<file path="config.mk">
export PLATFORM = sky130hd
export DESIGN_NAME = dcc_bus_arbiter
export DESIGN_NICKNAME = d
export VERILOG_FILES = /design/src/rtl/dcc_pkg.sv /design/src/rtl/dcc_bus_arbiter.sv
export SDC_FILE = /design/constraint.sdc
export NUM_CORES = 1
export LEC_CHECK = 0
export CAP_MARGIN = 25
export CORE_ASPECT_RATIO = 2
export CORE_MARGIN = 3
export CORE_UTILIZATION = 40
export DETAILED_ROUTE_END_ITERATION = 6
export GPL_ROUTABILITY_DRIVEN = 0
export PLACE_DENSITY = 0.63
export SETUP_SLACK_MARGIN = 0.2
export SLEW_MARGIN = 20
export SYNTH_ARGS = -nofsm -noshare
export SYNTH_HDL_FRONTEND = slang
export SYNTH_SLANG_ARGS = --single-unit
export TNS_END_PERCENT = 1
</file>
<file path="constraint.sdc">
create_clock -name CLK -period 2.15 [get_ports CLK]
set_input_delay 0.3225 -clock CLK [delete_from_list [all_inputs] [get_ports CLK]]
set_output_delay 0.3225 -clock CLK [all_outputs]
set_load 0.03 [all_outputs]
</file>
<file path="src/rtl/dcc_pkg.sv">
// Shared types for the DCC bus controller: arbiter state encoding and bus owner codes.
package dcc_pkg;

    typedef enum logic [1:0] {
        IDLE,
        REL,
        GRANT,
        RET
    } arb_state_t;

    typedef enum logic [1:0] {
        OWN_MSH = 2'd0,
        OWN_SSH = 2'd1,
        OWN_SCU = 2'd2
    } owner_t;

endpackage

</file>
<file path="src/rtl/dcc_bus_arbiter.sv">
// Master SH-2 external bus arbiter: runs the BRLS_N/BGR_N release handshake and hands the
// bus round-robin to the slave SH-2 or the SCU, with a guaranteed master window between tenures.
module dcc_bus_arbiter
    import dcc_pkg::*;
#(
    parameter int unsigned MASTER_GAP = 4,
    parameter int unsigned MAX_TENURE = 64
) (
    input  logic       CLK,
    input  logic       RST_N,
    input  logic       CE_R,
    input  logic       RES_N,
    input  logic       BREQ_N,
    input  logic       EXBREQ_N,
    input  logic       BGR_N,
    output logic       BRLS_N,
    output logic       BACK_N,
    output logic       EXBACK_N,
    output logic [1:0] OWNER,
    output logic       TENURE_OVF
);

    localparam int unsigned TW = (MAX_TENURE > 0) ? $clog2(MAX_TENURE + 1) : 1;
    localparam int unsigned GW = (MASTER_GAP > 0) ? $clog2(MASTER_GAP + 1) : 1;
    localparam logic [TW-1:0] TEN_MAX  = TW'(MAX_TENURE);
    localparam logic [GW-1:0] GAP_INIT = GW'(MASTER_GAP);

    arb_state_t    state_q, state_d;
    owner_t        sel_q, sel_d;
    owner_t        last_q, last_d;
    owner_t        owner_q, owner_d;
    logic [GW-1:0] gap_q, gap_d;
    logic [TW-1:0] ten_q, ten_d;
    logic          brls_q, brls_d;
    logic          back_q, back_d;
    logic          exback_q, exback_d;
    logic          ovf_q, ovf_d;

    logic ssh_req, scu_req, sel_req, oth_req;

    assign ssh_req = ~BREQ_N;
    assign scu_req = ~EXBREQ_N;
    assign sel_req = (sel_q == OWN_SSH) ? ssh_req : scu_req;
    assign oth_req = (sel_q == OWN_SSH) ? scu_req : ssh_req;

    always_comb begin
        state_d  = state_q;
        sel_d    = sel_q;
        last_d   = last_q;
        owner_d  = owner_q;
        gap_d    = gap_q;
        ten_d    = ten_q;
        brls_d   = brls_q;
        back_d   = back_q;
        exback_d = exback_q;
        ovf_d    = ovf_q;

        case (state_q)
            IDLE: begin
                if (gap_q != '0) begin
                    gap_d = gap_q - 1'b1;
                end else if (ssh_req || scu_req) begin
                    // On a tie the requester that did not hold the bus last wins.
                    if (ssh_req && scu_req)
                        sel_d = (last_q == OWN_SSH) ? OWN_SCU : OWN_SSH;
                    else
                        sel_d = ssh_req ? OWN_SSH : OWN_SCU;
                    brls_d  = 1'b0;
                    state_d = REL;
                end
            end
            REL: begin
                if (!sel_req) begin
                    brls_d  = 1'b1;
                    state_d = RET;
                end else if (!BGR_N) begin
                    if (sel_q == OWN_SSH)
                        back_d = 1'b0;
                    else
                        exback_d = 1'b0;
                    owner_d = sel_q;
                    ten_d   = '0;
                    state_d = GRANT;
                end
            end
            GRANT: begin
                // A master abort (BGR_N high) ends the tenure exactly like a request drop.
                if (!sel_req || BGR_N) begin
                    back_d   = 1'b1;
                    exback_d = 1'b1;
                    brls_d   = 1'b1;
                    ovf_d    = 1'b0;
                    last_d   = sel_q;
                    state_d  = RET;
                end else begin
                    if (ten_q == TEN_MAX && oth_req)
                        ovf_d = 1'b1;
                    if (ten_q != TEN_MAX)
                        ten_d = ten_q + 1'b1;
                end
            end
            RET: begin
                if (BGR_N) begin
                    owner_d = OWN_MSH;
                    gap_d   = GAP_INIT;
                    state_d = IDLE;
                end
            end
            default: state_d = IDLE;
        endcase
    end

    always_ff @(posedge CLK or negedge RST_N) begin
        if (!RST_N) begin
            state_q  <= IDLE;
            sel_q    <= OWN_SSH;
            last_q   <= OWN_SCU;
            owner_q  <= OWN_MSH;
            gap_q    <= '0;
            ten_q    <= '0;
            brls_q   <= 1'b1;
            back_q   <= 1'b1;
            exback_q <= 1'b1;
            ovf_q    <= 1'b0;
        end else if (!RES_N) begin
            state_q  <= IDLE;
            sel_q    <= OWN_SSH;
            last_q   <= OWN_SCU;
            owner_q  <= OWN_MSH;
            gap_q    <= '0;
            ten_q    <= '0;
            brls_q   <= 1'b1;
            back_q   <= 1'b1;
            exback_q <= 1'b1;
            ovf_q    <= 1'b0;
        end else if (CE_R) begin
            state_q  <= state_d;
            sel_q    <= sel_d;
            last_q   <= last_d;
            owner_q  <= owner_d;
            gap_q    <= gap_d;
            ten_q    <= ten_d;
            brls_q   <= brls_d;
            back_q   <= back_d;
            exback_q <= exback_d;
            ovf_q    <= ovf_d;
        end
    end

    assign BRLS_N     = brls_q;
    assign BACK_N     = back_q;
    assign EXBACK_N   = exback_q;
    assign OWNER      = owner_q;
    assign TENURE_OVF = ovf_q;

endmodule

</file>
==> metrics <==
outcome finished clean; cts hold-fix bufs 0; Design Area, Final 1720 sq um; CTS Buf Count 3; worst setup path category register to register; R2R Setup Slk 0.23 ns; Layout Skew 0.00881 ns; register area share after synthesis 39.7%; initial DRC count 27; CP required 2.32 ns; Die Ht 89.7 microns; dpl hpwl 2630 microns; Max H-tree Level 1; Port Buffers 12; Worst VDD drop 731 uV; FILL cells 310; worst path arrival time 2.10 ns; fin. max-slew vios 0; PostCTS Resize Cnt 1; antenna diode count 0; Tmin final 1.92 ns; Setup WS post-layout 0.229 ns; final period utilization 89.4%; RSZ-0062 raised after global routing true; Max FO, Critical Path 7; Util after Layout 52.8%; Setup Total Neg Slack 0 ns; warnings from Yosys 0; f_max 520 MHz; critical path launch point state_q[0]$_DFFE_PN0P_; Mapped Area 1400 sq um; Least-Margin Pin Slew 0.405 ns; first drt pass iteration count 4; Crit. End Element register; core area 3270 sq um; synth unique cells 40; Slew HR 72.7%; Detail Route Antenna Nets 0; TritonCTS clock tree done; DIE AREA 4300 sq um; Post-CTS Setup Inserts 0; Post-synth ARST share 100%; aggregate global-route resource usage 17.3%; number of buffers on the longest clock path 2; DRC viols 0; DRT Wirelength 3470 microns; dpl ws 0.0636 ns; Die X 47.9 microns; reg2reg start state_q[0]$_DFFE_PN0P_; Setup-failing EPs final 0; leakage 0.746 nW; Vias/cell 5.97; max_cap viols 0; total gr overflow 0; Hold Crit Class input pin to async pin; placement-stage cell area 1620 sq um; Hold Slack 0.402 ns; CP startpoint kind register; layout cells sized above 1 16.0%; initial antenna violation count 0; io pins 13; clk slew on worst S/H paths 0.09 ns; vias in the first global route 1346; final hold violations 0; area grow syn2layout 22.8%; top cell type by total area after synthesis dfrtp_1; FF+latch count, synth 22; Layout Nets 198; Initial Util 43.0%; Syn Nets 175; CTS Sinks 22; later-pin clock latency in the skew report 0.27 ns; DR WL/cell 16.4 microns; # rows 29; post-synth top area share 30.3%; EDFF count, synth 0; top post-synthesis cells by count dfrtp_1, nand2_1, o21ai_0, inv_1, nand3_1; Post-Syn Instances 159; first-pass GRT wire length 5680 microns; CTS Root Cell clkbuf_8; synthesized area per cell 8.82 sq um; main area contributors after synthesis dfrtp_1, dfstp_2, ha_1; power per cell area 1020 nW/um^2; via count 1266; largest net degree at the start of global routing 23; ys flop type dfrtp_1
through the flow:
step | cells | total power [mW]
floorplan | 159 | 1.09
global placement | 208 | 1.29
detailed placement | 208 | 1.33
CTS | 212 | 1.73
global route | 212 | 1.88
finish | 212 | 1.75
sequential cells by signal, summed over array words and instances (netlist names):
| signal | flops |
|---|---|
| last_q | 2 |
| BACK_N | 1 |
| gap_q | 3 |
| OWNER | 2 |
| BRLS_N | 1 |
| state_q | 2 |
| ten_q | 7 |
| TENURE_OVF | 1 |
| sel_q | 2 |
| EXBACK_N | 1 |
final timing paths:
kind	cells after the start	end
setup / recovery	5	ten_q[6]$_DFFE_PN0P_
hold / removal	2	gap_q[1]$_DFFE_PN0P_
setup reg to reg	5	ten_q[6]$_DFFE_PN0P_
hold reg to reg	1	ten_q[5]$_DFFE_PN0P_
max in group asynchronous	2	BRLS_N$_DFFE_PN1P_
min in group CLK	1	ten_q[5]$_DFFE_PN0P_
kinds of logic after synthesis:
family / Yosys count / synth area share, %
adders and majority gates: 9 / 8.03
buffers and inverters: 19 / 5.62
DFF: 22 / 39.7
AOI/OAI and AO/OA: 40 / 18.7
muxes: 5 / 3.57
and+or+nand+nor: 64 / 24.4
power breakdown:
part | total (mW) | internal [mW] | switching, mW
sequential | 0.573 | 0.503 | 0.0704
clock | 0.391 | 0.249 | 0.142
combinational | 0.788 | 0.337 | 0.451
total | 1.75 | 1.09 | 0.663
area by class of cell:
type	instances	area, sq um	area share (%)
tap	31	38.8	2.25
sequential	22	558	32.4
clock inverter	1	30.0	1.74
clock buffer	3	41.3	2.40
timing repair buffer	23	203	11.8
inverter	14	52.6	3.05
multi-input combinational	118	800	46.4
placed cells by master (no fill, tap or decap), types with 3 or more instances in the layout:
| master | n |
|---|---|
| and3_1 | 3 |
| o21ai_0 | 16 |
| dfstp_2 | 5 |
| o21ai_1 | 3 |
| mux2i_1 | 5 |
| clkdlybuf4s50_1 | 12 |
| nor3_1 | 4 |
| ha_1 | 7 |
| nand4_1 | 4 |
| clkbuf_8 | 3 |
| a21oi_1 | 3 |
| nand2_1 | 17 |
| buf_4 | 11 |
| a31oi_1 | 3 |
| inv_1 | 14 |
| nand3_1 | 11 |
| o31ai_1 | 4 |
| nand3b_1 | 3 |
| dfrtp_1 | 16 |
| nor2_1 | 10 |
| o211ai_1 | 3 |
worst max-delay path, cell delays in order (launching register included):
cell     delay [ns]
dfrtp_2        0.45
inv_1          0.17
ha_2           0.28
nand2_1        0.10
or4b_4         0.52
o41ai_2        0.31
routing by layer:
layer | vias to the layer above | global-route usage (%) | part of all wire, %
li1 | 615 | - | -
met1 | 610 | 18.6 | 37
met2 | 31 | 30.5 | 57
met3 | 10 | 2.20 | 2.7
met4 | 0 | 7.42 | 2.6
met5 | - | 0 | 0
Power figures use the tool's default switching activity.
